`src/rtl/ext_irq_pkg.sv`:
```
// ============================================================================
// Module  : ext_irq_pkg
// Brief   : Shared debounce state encoding and defaults for ext_irq_ctrl.
// Rev     : 1.0 - initial release
// ============================================================================
`default_nettype none

package ext_irq_pkg;

    localparam logic [1:0] STABLE_LO = 2'd0;
    localparam logic [1:0] CHK_HI    = 2'd1;
    localparam logic [1:0] STABLE_HI = 2'd2;
    localparam logic [1:0] CHK_LO    = 2'd3;

    localparam int DEFAULT_SYNC_STAGES     = 2;
    localparam int DEFAULT_DEBOUNCE_CYCLES = 1000;

endpackage

`default_nettype wire

```
`src/rtl/btn_debounce.sv`:
```
// ============================================================================
// Module  : btn_debounce
// Brief   : Button synchroniser, debounce FSM and one-cycle rise indication.
// Rev     : 1.0 - initial release
// ============================================================================
`default_nettype none

module btn_debounce
    import ext_irq_pkg::*;
#(
    parameter int SYNC_STAGES     = DEFAULT_SYNC_STAGES,
    parameter int DEBOUNCE_CYCLES = DEFAULT_DEBOUNCE_CYCLES
) (
    input  logic clk,
    input  logic rst_n,
    input  logic btn_i,
    output logic level_o,
    output logic rise_o
);

    localparam int               CNT_BITS = $clog2(DEBOUNCE_CYCLES);
    localparam logic [CNT_BITS-1:0] CNT_MAX  = CNT_BITS'(DEBOUNCE_CYCLES - 1);
    localparam logic [CNT_BITS-1:0] CNT_ONE  = CNT_BITS'(1);

    logic [SYNC_STAGES-1:0] sync_q, sync_d;
    logic [1:0]             state_q, state_d;
    logic [CNT_BITS-1:0]    cnt_q, cnt_d;
    logic                   level_q, level_d;
    logic                   rise;
    logic                   s;

    assign s = sync_q[SYNC_STAGES-1];

    // The candidate level is counted from the first differing sample, so a
    // change is accepted after DEBOUNCE_CYCLES consecutive agreeing samples.
    always_comb begin
        sync_d  = {sync_q[SYNC_STAGES-2:0], btn_i};
        state_d = state_q;
        cnt_d   = cnt_q;
        level_d = level_q;
        rise    = 1'b0;
        case (state_q)
            STABLE_LO: begin
                if (s) begin
                    state_d = CHK_HI;
                    cnt_d   = CNT_ONE;
                end
            end
            CHK_HI: begin
                if (!s) begin
                    state_d = STABLE_LO;
                    cnt_d   = '0;
                end else if (cnt_q == CNT_MAX) begin
                    state_d = STABLE_HI;
                    cnt_d   = '0;
                    level_d = 1'b1;
                    rise    = 1'b1;
                end else begin
                    cnt_d = cnt_q + CNT_ONE;
                end
            end
            STABLE_HI: begin
                if (!s) begin
                    state_d = CHK_LO;
                    cnt_d   = CNT_ONE;
                end
            end
            CHK_LO: begin
                if (s) begin
                    state_d = STABLE_HI;
                    cnt_d   = '0;
                end else if (cnt_q == CNT_MAX) begin
                    state_d = STABLE_LO;
                    cnt_d   = '0;
                    level_d = 1'b0;
                end else begin
                    cnt_d = cnt_q + CNT_ONE;
                end
            end
            default: begin
                state_d = STABLE_LO;
                cnt_d   = '0;
                level_d = 1'b0;
            end
        endcase
    end

    always_ff @(posedge clk or negedge rst_n) begin
        if (!rst_n) begin
            sync_q  <= '0;
            state_q <= STABLE_LO;
            cnt_q   <= '0;
            level_q <= 1'b0;
        end else begin
            sync_q  <= sync_d;
            state_q <= state_d;
            cnt_q   <= cnt_d;
            level_q <= level_d;
        end
    end

    // Decoded from flops only, so the consumer updates on the same edge as level_q.
    assign level_o = level_q;
    assign rise_o  = rise;

endmodule

`default_nettype wire

```
`src/rtl/ext_irq_ctrl.sv`:
```
// ============================================================================
// Module  : ext_irq_ctrl
// Brief   : BTNC external interrupt controller: debounced press -> level IRQ.
// Rev     : 1.0 - initial release
// ============================================================================
`default_nettype none

module ext_irq_ctrl
    import ext_irq_pkg::*;
#(
    parameter int SYNC_STAGES     = DEFAULT_SYNC_STAGES,
    parameter int DEBOUNCE_CYCLES = DEFAULT_DEBOUNCE_CYCLES,
    parameter int CNT_W           = 16
) (
    input  logic             CLK100MHZ,
    input  logic             CPU_RESETN,
    input  logic             btn_i,
    input  logic             ack_i,
    output logic             irq_o,
    output logic             missed_o,
    output logic             btn_level_o,
    output logic [CNT_W-1:0] event_cnt_o
);

    logic             press;
    logic             irq_q, irq_d;
    logic             missed_q, missed_d;
    logic [CNT_W-1:0] cnt_q, cnt_d;

    btn_debounce #(
        .SYNC_STAGES    (SYNC_STAGES),
        .DEBOUNCE_CYCLES(DEBOUNCE_CYCLES)
    ) u_debounce (
        .clk    (CLK100MHZ),
        .rst_n  (CPU_RESETN),
        .btn_i  (btn_i),
        .level_o(btn_level_o),
        .rise_o (press)
    );

    // A press coinciding with an ack re-arms the request instead of losing it.
    always_comb begin
        irq_d    = irq_q;
        missed_d = missed_q;
        cnt_d    = cnt_q;
        if (press) begin
            cnt_d = cnt_q + {{(CNT_W-1){1'b0}}, 1'b1};
            if (!irq_q) begin
                irq_d = 1'b1;
            end else if (ack_i) begin
                missed_d = 1'b0;
            end else begin
                missed_d = 1'b1;
            end
        end else if (ack_i && irq_q) begin
            irq_d    = 1'b0;
            missed_d = 1'b0;
        end
    end

    always_ff @(posedge CLK100MHZ or negedge CPU_RESETN) begin
        if (!CPU_RESETN) begin
            irq_q    <= 1'b0;
            missed_q <= 1'b0;
            cnt_q    <= '0;
        end else begin
            irq_q    <= irq_d;
            missed_q <= missed_d;
            cnt_q    <= cnt_d;
        end
    end

    assign irq_o       = irq_q;
    assign missed_o    = missed_q;
    assign event_cnt_o = cnt_q;

endmodule

`default_nettype wire

```
`config.mk`:
```
export PLATFORM = sky130hd
export DESIGN_NAME = ext_irq_ctrl
export DESIGN_NICKNAME = d
export VERILOG_FILES = /design/src/rtl/ext_irq_pkg.sv /design/src/rtl/btn_debounce.sv /design/src/rtl/ext_irq_ctrl.sv
export SDC_FILE = /design/constraint.sdc
export NUM_CORES = 1
export LEC_CHECK = 0
export CORE_MARGIN = 4
export CORE_UTILIZATION = 53
export DETAILED_ROUTE_END_ITERATION = 6
export GPL_TIMING_DRIVEN = 0
export PLACE_DENSITY = 0.88
export SLEW_MARGIN = 25
export SYNTH_ARGS = -nofsm -noshare
export SYNTH_HDL_FRONTEND = slang
export SYNTH_SLANG_ARGS = --single-unit
```
`constraint.sdc`:
```
create_clock -name CLK100MHZ -period 2.45 [get_ports CLK100MHZ]
set_input_delay 0.735 -clock CLK100MHZ [delete_from_list [all_inputs] [get_ports CLK100MHZ]]
set_output_delay 0.735 -clock CLK100MHZ [all_outputs]
set_load 0.02 [all_outputs]
```
# After elaboration in Yosys (flattened, before gate mapping)
# Cells that the tools add are included.
classes:
  add_sub_neg: 2
  n_reduce_logical: 8
  mux: 26
  n_eq_ne: 13
op_table:
  columns: ["operator", "n"]
  rows:
  - ["10-bit 2-to-1 mux", 5]
  - ["10-bit case mux with 4 select lines", 1]
  - ["16-bit by 1-bit adder with 16-bit output, second input constant", 1]
  - ["1-bit 2-to-1 mux", 12]
  - ["2-bit 2-to-1 mux", 6]
  - ["10-bit by 1-bit adder with 10-bit output, second input constant", 1]
  - ["10-bit == test, second input constant", 1]
  - ["2-bit by 1-bit != test with 1-bit output, second input constant", 5]
  - ["2-bit case mux with 4 select lines", 1]
  - ["5-bit AND reduction", 1]
  - ["2-bit == test, second input constant", 2]
  - ["2-bit != test, second input constant", 2]
  - ["2-bit AND reduction", 2]
  - ["4-bit AND reduction", 1]
  - ["2-bit nonzero test", 2]
  - ["3-bit by 1-bit != test with 1-bit output, second input constant", 1]
  - ["3-bit != test, second input constant", 1]
  - ["2-bit by 1-bit == test with 1-bit output, second input constant", 1]
  - ["2-bit logical NOT", 1]
  - ["1-bit case mux with 2 select lines", 1]
  - ["1-bit logical AND", 1]
word_totals:
  reg_bits: 33
  inputBits: 4
  out_inout_bits: 19
  word_cells: 56

# Depth between registers and ports, before layout
# Gate-level depths: netlist of the first run.
depth:
  word_depth: 6
  depth_mapped: 5
  ltp_nobuf: 5

# By module
# Synthesis of the first run repeated with hierarchy kept, for this count alone.
unflattened:
  hier_cells: 140
  area_unflattened_um2: 1589.0
modules_own_cells:
  columns: ["mod", "area_each_um2", "n_inst", "seq_area_each_um2", "cells_each"]
  rows:
  - ["ext_irq_ctrl", 827.0, 1, 450.4, 69]
  - ["btn_debounce", 762.0, 1, 375.4, 71]

# Least setup slack after synthesis of the first run
# OpenSTA, ideal clock, no wires.
synth_path:
  path_kind: "register to register"
  start: "register u_debounce.cnt_q[0]"
  end: "register cnt_q[1], in the netlist event_cnt_o[1]"
  required_time_ps: 2325
  path_buffers: 0
  slack_ps: 736
  stages_incl_launch_ff: 5
  t_arrival_ps: 1589
  period_less_slack_ps: 1714
  setup_ps: 125
  cell_sequence: "dfrtp_1 ha_1 nand2_1 nor4_1 mux2_2"
synth_between:
  elab_chain_cells: 4
synth_lines:
  columns: ["element", "line_no", "rtl"]
  rows:
  - ["start: declaration", "btn_debounce.sv:27", "logic [CNT_BITS-1:0] cnt_q, cnt_d;"]
  - ["start signal: assignment", "btn_debounce.sv:97", "cnt_q <= cnt_d;"]
  - ["10-bit == test", "btn_debounce.sv:53", "end else if (cnt_q == CNT_MAX) begin"]
  - ["1-bit 2-to-1 mux", "btn_debounce.sv:53", null]
  - ["1-bit 2-to-1 mux", "btn_debounce.sv:50", "if (!s) begin"]
  - ["1-bit 2-to-1 mux", "btn_debounce.sv:42", "case (state_q)"]
  - ["end signal: assignment", "ext_irq_ctrl.sv:69", "cnt_q <= cnt_d;"]
  - ["end: declaration", "ext_irq_ctrl.sv:28", "logic [CNT_W-1:0] cnt_q, cnt_d;"]
# Every way passes these cells.
# A chain may end at the register's enable or synchronous reset.

# Worst setup path in the final report of the first run
layout_path:
  start: "register cnt_q[2], in the netlist event_cnt_o[2]"
  end: "output port event_cnt_o[2]"
layout_rtl:
  columns: ["element", "line_no", "rtl"]
  rows:
  - ["end: declaration", "ext_irq_ctrl.sv:22", "output logic [CNT_W-1:0] event_cnt_o"]
# No word-level cell between the ends.

==> results of run 1 <==
## cell usage in the layout (no fill, tap or decap), types with 5 or more instances in the layout
cell type        synthesis  routed
clkdlybuf4s50_1          0      21
nand3_1                 10      10
nand2_1                  9       9
nor2_1                   5       5
xnor2_1                 15      15
dfrtp_1                 33      33
nand4_1                  5       5
a22o_1                   5       5
clkbuf_4                 0       5
## worst paths after layout
path | from | slack, ns | end
hold / removal | u_debounce.sync_q[0] | 0.36 | u_debounce.sync_q[1]
max in group asynchronous | CPU_RESETN | 1.57 | missed_o
min in group asynchronous | CPU_RESETN | 0.42 | u_debounce.state_q[0]
setup reg to reg | u_debounce.cnt_q[0] | 0.36 | event_cnt_o[12]
hold reg to reg | u_debounce.sync_q[0] | 0.36 | u_debounce.sync_q[1]
setup / recovery | event_cnt_o[2] | 0.29 | event_cnt_o[2]
## per-stage QoR
step / worst slack (ns) / power [mW] / utilization, % / area [um2]
3_5_place_dp: 0.427 / 0.634 / 66.2 / 1890
4_1_cts: 0.280 / 0.943 / 68.2 / 1940
6_report: 0.288 / 0.931 / 68.2 / 1940
3_3_place_gp: 0.0663 / 0.633 / 66.4 / 1890
2_1_floorplan: 0.736 / 0.608 / - / 1640
5_1_grt: 0.222 / 0.979 / 68.2 / 1940
## cells in the mapped netlist (all sizes together)
master   instances
and2             3
nand3b           1
a21o             2
or2              1
and4             3
ha               2
o211ai           1
and3             4
o21a             1
nor3             4
nand3           10
nand4            6
a21oi            2
o21ai            3
a22o             5
a311o            1
or4              1
o31ai            3
a31o             1
buf              2
nand2            9
mux2             2
bufbuf           1
nor3b            2
xnor2           15
inv              3
xor2             3
dfrtp           33
nand4bb          1
a211o            1
nor4             4
nor2             6
nand4b           2
or3b             1
## power groups by stage
stage	Clock [mW]	Sequential (mW)	Combinational (mW)
global route	0.346	0.568	0.0656
finish	0.309	0.566	0.0568
CTS	0.319	0.565	0.0582
detailed placement	0	0.576	0.0579
floorplan	0	0.575	0.0327
global placement	0	0.576	0.0567
## state kept, by name (all words and copies together), names as in the netlist, named ones only
name,cells
u_debounce.state_q,1
u_debounce.sync_q,2
missed_o,1
u_debounce.cnt_q,10
event_cnt_o,16
irq_o,1
u_debounce.level_o,1
## per-layer routing
metal / share of wire [%] / routed length [um] / global-route usage, % / vias up
met2: 47 / 1440 / 27.8 / 34
met1: 45 / 1380 / 21.3 / 590
li1: - / - / - / 568
met4: 1.9 / 57 / 8.36 / 0
met5: 0 / 0 / 0 / -
met3: 5.4 / 166 / 5.51 / 7
## kinds of logic (layout without fill, tap and decap cells)
logic type	Yosys count	count (layout)	share of synthesized area, %
adders and majority gates	2	2	1.53
DFF	33	33	50.5
AOI/OAI and AO/OA	20	20	9.18
and+or+nand+nor	58	58	24.5
buffers and inverters	6	35	3.29
muxes	2	2	1.38
xor gates and xnor gates	18	18	9.64
## layout make-up
class | count | share of cell area (%)
Clock buffer | 7 | 2.83
Multi-Input combinational cell | 100 | 38.9
Tap cell | 31 | 1.99
Inverter | 3 | 0.579
Sequential cell | 33 | 42.5
Timing Repair Buffer | 22 | 11.1
Buffer | 3 | 2.19
==> out/metrics.cfg, run 1 <==
[logic_synthesis]
ys_seq_area_share_pct = 50.5
yosysUniqueCellTypes = 40
synth_top_area_share_pct = 50.5
synth_area_leader_cell = dfrtp_1
yosys_register_bits = 33
synth_area_um2 = 1640
syn_avg_cell_area_um2 = 11.8
yosysWarnings = 0
yosys-top-cells-area = dfrtp_1, xnor2_1, nand3_1, a22o_1, nor4_4
syn_inst = 139
synth_nets = 145

[timing]
min_period_ns = 2.16
slew_violations = 0
max_freq_ghz = 0.463
final.setup.tns_ns = 0
setup_violations = 0
hold_violations = 0
worst_clock_skew_ns = 0.00867
hold_slack_ns = 0.359
tightest_slew_ns = 0.692
min_period_over_period_pct = 88.2
grt_setup_unrepaired = no
slew_headroom_pct = 53.9

[global_routing]
first_global_vias = 1208
grt.overflow.total = 0
grt.total_usage_pct = 17.4
antenna_found_initial = 0
grt_max_degree = 34
grt_pass1_wl_um = 5510

[flow_run]
maxCapViolations = 0

[worst_setup_path]
ff2ff_path_depth = 5
critPathBufInv = 1
setup.worst_path.end_class = output port
worst-path-stages = 1
slowest_delay_ns = 0.65
crit_type = register to output port
cp_top_family = buffers and inverters
crit_fanout = 6
required_ns = 1.71
start_kind = register
cp_data_arrival_time_ns = 1.43
path_cells = clkdlybuf4s50_1
crit_slowest_cell = clkdlybuf4s50_1

[place]
gp_congestion = 0.761
dp_cells = 192
dp_hpwl_um = 2160
io_buffers = 22

[power]
peakVddDrop_uv = 446
p_seq_share_pct = 60.7
power.density_nw_per_um2 = 479
internal_power_mw = 0.714
p_leak_nw = 0.895
p_comb_share_pct = 6.1
swShare_pct = 23.3
clkPwrFrac_pct = 33.2
power_switching_mw = 0.217

[die]
num_io_pins = 23
rows = 19
initial_utilization_pct = 57.3
dieHeight_um = 63.5
die_w_um = 63.5
die_area_um2 = 4040
core_area_um2 = 2850

[clock_tree]
clk_path_buf_depth = 2
tritoncts = done
ctsHtreeMaxLevel = 2
path_clk_slew_ns = 0.09
cts-root-buf = clkbuf_4
cts_buffers = 5
hold_buffers = 0
cts_resized = 0
cts_setup_buffers = 0
clock_sinks = 33
insertion_delay_ns = 0.34

[drt]
drt_iter0_drc = 28
routed_wirelength_um = 3050
dr.pass1.iters = 4
drt.antenna.violating_nets = 0
drc = 0
post_drt_wl_per_cell_um = 15.3
vias_per_cell = 6.03
vias = 1199

[layout]
layout.nets = 174
fillCellCount = 188
multi_input_area_um2 = 756
diodes = 0
drive_above_1_share_pct = 14.3
layoutNonFillerInstCount = 199
area_growth_pct = 18.9
regArea_um2 = 826

[min_path]
hold_path.class = register to register
hold_depth = 0

[status]
status = complete, no violations

Note: power is estimated with default switching activity, not from simulation.
==> inputs of run 2 (changes only) <==
--- a/config.mk
+++ b/config.mk
@@ -6,10 +6,12 @@
 export NUM_CORES = 1
 export LEC_CHECK = 0
 export CORE_MARGIN = 4
-export CORE_UTILIZATION = 53
+export CORE_UTILIZATION = 60
+export CTS_CLUSTER_DIAMETER = 30
 export DETAILED_ROUTE_END_ITERATION = 6
+export DONT_BUFFER_PORTS = 1
 export GPL_TIMING_DRIVEN = 0
-export PLACE_DENSITY = 0.88
+export PLACE_DENSITY = 0.86
 export SLEW_MARGIN = 25
 export SYNTH_ARGS = -nofsm -noshare
 export SYNTH_HDL_FRONTEND = slang
==> constraint.sdc (replaced) <==
create_clock -name CLK100MHZ -period 2.45 [get_ports CLK100MHZ]
set_input_delay 0.49 -clock CLK100MHZ [delete_from_list [all_inputs] [get_ports CLK100MHZ]]
set_output_delay 0.49 -clock CLK100MHZ [all_outputs]
set_load 0.02 [all_outputs]
==> run 2 against run 1 <==
First-iteration DRC count shrank 7.1%. Final cell count is 10% lower. Design area shrank 9.8%. Via count is 8.2% lower. Die area decreased by 10%. Core utilization grew 0.77 points. Clock skew about the same. Combinational power decreased by 7.2%. Critical path type is now register to register. Critical endpoint is now event_cnt_o[1]. Largest power group unchanged.
==> out/metrics.cfg, run 2 (synthesized netlist as in run 1, its figures left out) <==
[worst_setup_path]
ff2ff_path_depth = 4  ; -1
setup.worst_path.end_class = register
required_ns = 2.66  ; +0.95 ns
cp_data_arrival_time_ns = 2.27  ; +0.84 ns
reg2reg_slack_ns = 0.40  ; +0.04 ns
r2r-end = event_cnt_o[1]
crit_type = register to register
r2r_start = u_debounce.cnt_q[0]
start_kind = register
crit_fanout = 7  ; +1

[place]
dp_cells = 169  ; -12%
gp_congestion = 0.841  ; +11%
io_buffers = 0  ; -100%
dp_hpwl_um = 2030  ; -6.1%

[min_path]
hold_depth = 0  ; unchanged
holdPathEnd = u_debounce.sync_q[0]
holdCritStartpoint = btn_i
hold_path.class = input port to register

[drt]
post_drt_wl_per_cell_um = 15.8  ; +3.3%
vias = 1101  ; -8.2%
drc = 0  ; unchanged
dr.pass1.iters = 4  ; unchanged
drt.antenna.violating_nets = 0  ; unchanged
routed_wirelength_um = 2830  ; -7.1%
drt_iter0_drc = 26  ; -7.1%
vias_per_cell = 6.15  ; +2.1%

[status]
status = complete, no violations

[power]
peakVddDrop_uv = 413  ; -7.4%
clkPwrFrac_pct = 31.5  ; -1.7 points
power.density_nw_per_um2 = 517  ; +7.9%
p_seq_share_pct = 62.7  ; +2.0 points
power_switching_mw = 0.220  ; +1.2%
p_comb_share_pct = 5.8  ; -0.3 points
swShare_pct = 24.3  ; +0.92 points
p_leak_nw = 0.833  ; -7.0%
internal_power_mw = 0.686  ; -3.8%

[clock_tree]
cts_resized = 0  ; unchanged
ctsHtreeMaxLevel = 2  ; unchanged
cts-root-buf = clkbuf_4
cts_setup_buffers = 0  ; unchanged
tritoncts = done
clock_sinks = 33  ; unchanged
insertion_delay_ns = 0.33  ; about the same
clk_path_buf_depth = 2  ; unchanged
cts_buffers = 5  ; unchanged
path_clk_slew_ns = 0.10  ; about the same

[layout]
layout_commonest_cell = dfrtp_1
largest_reg_flops = 16  ; unchanged
diodes = 0  ; unchanged
layout.nets = 154  ; -11%
drive_above_1_share_pct = 16.8  ; +2.5 points
layoutNonFillerInstCount = 179  ; -10%
area_growth_pct = 7.27
final_cell_mix = dfrtp_1, xnor2_1, nand3_1
fillCellCount = 185  ; -1.6%

[timing]
min_period_over_period_pct = 83.8  ; -4.4 points
slew_violations = 0  ; unchanged
hold_violations = 0  ; unchanged
max_freq_ghz = 0.487  ; +5.3%
setup_violations = 0  ; unchanged
slew_headroom_pct = 67.9  ; +14 points
grt_setup_unrepaired = no
min_period_ns = 2.05  ; -0.108 ns
tightest_slew_ns = 0.478  ; -0.214 ns
final.setup.tns_ns = 0  ; unchanged
hold_slack_ns = 0.185  ; -0.175 ns
worst_clock_skew_ns = 0.00910  ; +0.000430 ns

[global_routing]
grt_max_degree = 34  ; unchanged
first_global_vias = 1086  ; -10%
grt.overflow.total = 0  ; unchanged
grt.total_usage_pct = 19.3  ; +1.9 points
grt_pass1_wl_um = 5030  ; -8.8%
antenna_found_initial = 0  ; unchanged

[die]
die_w_um = 60.2  ; -5.3%
initial_utilization_pct = 64.3  ; +6.9 points
die_area_um2 = 3620  ; -10%
rows = 18  ; -1
num_io_pins = 23  ; unchanged
core_area_um2 = 2540  ; -11%
dieHeight_um = 60.2  ; -5.3%

[flow_run]
maxCapViolations = 0  ; unchanged

run 2: cell count changes in the layout (fill, tap and decap cells not counted), sizes merged:
cell           change
clkbuf             -1
dlygate4sd3        +1
clkinv             +2
clkdlybuf4s50     -21
run 2: per-stage QoR:
stage | util [%] | worst slack (ns) | instance area, um2 | total power, mW
after floorplan | - | 0.736 | 1640 | 0.608
after global placement | 65.7 | 0.491 | 1670 | 0.615
after detailed placement | 65.7 | 0.415 | 1670 | 0.617
after CTS | 68.9 | 0.398 | 1750 | 0.918
after global routing | 68.9 | 0.253 | 1750 | 0.953
final | 68.9 | 0.397 | 1750 | 0.906
run 2: area by class of cell:
type                            instances  area [um2]  share of cell area, %
Sequential cell                        33         826                   47.1
Multi-Input combinational cell        100         756                   43.1
Buffer                                  3        42.5                   2.43
Clock buffer                            6        41.3                   2.35
Tap cell                               30        37.5                   2.14
Timing Repair Buffer                    2        30.0                   1.71
Inverter                                3        11.3                  0.642
Clock inverter                          2        10.0                  0.571
run 2: critical path: stages (launching register included):
cell	delay (ns)
dfrtp_1	0.47
ha_1	0.29
nand2_1	0.25
nor4_1	0.52
mux2_2	0.40
run 2: timing repair:
action / in CTS / in global routing
hold buffers: 2 / 0
endpoints found under the hold margin: 33 / 0
setup endpoints to repair: 0 / 0
run 2: worst max path at each step:
stage	startpoint	end	slack (ns)	cells after the start
after detailed placement	u_debounce.cnt_q[0]	event_cnt_o[1]	0.42	4
after global placement	u_debounce.cnt_q[0]	event_cnt_o[12]	0.49	5
final	u_debounce.cnt_q[0]	event_cnt_o[1]	0.40	4
after CTS	u_debounce.cnt_q[0]	event_cnt_o[1]	0.40	4
after floorplan	u_debounce.cnt_q[0]	event_cnt_o[1]	0.74	4
after global routing	u_debounce.cnt_q[0]	u_debounce.cnt_q[5]	0.25	5
run 2: per-layer routing:
metal	GRT usage, %	wire [um]	vias to the layer above
met5	0	0	-
met4	8.54	45	0
met3	5.40	138	6
met2	29.9	1350	26
met1	25.0	1300	545
li1	-	-	524
run 2: power by group through the flow:
stage          registers [mW]  logic, mW  clock network (mW)
6_report                0.568     0.0527               0.286
5_1_grt                 0.571     0.0611               0.322
3_3_place_gp            0.578     0.0371                   0
4_1_cts                 0.568     0.0539               0.297
2_1_floorplan           0.575     0.0327                   0
3_5_place_dp            0.579     0.0382                   0
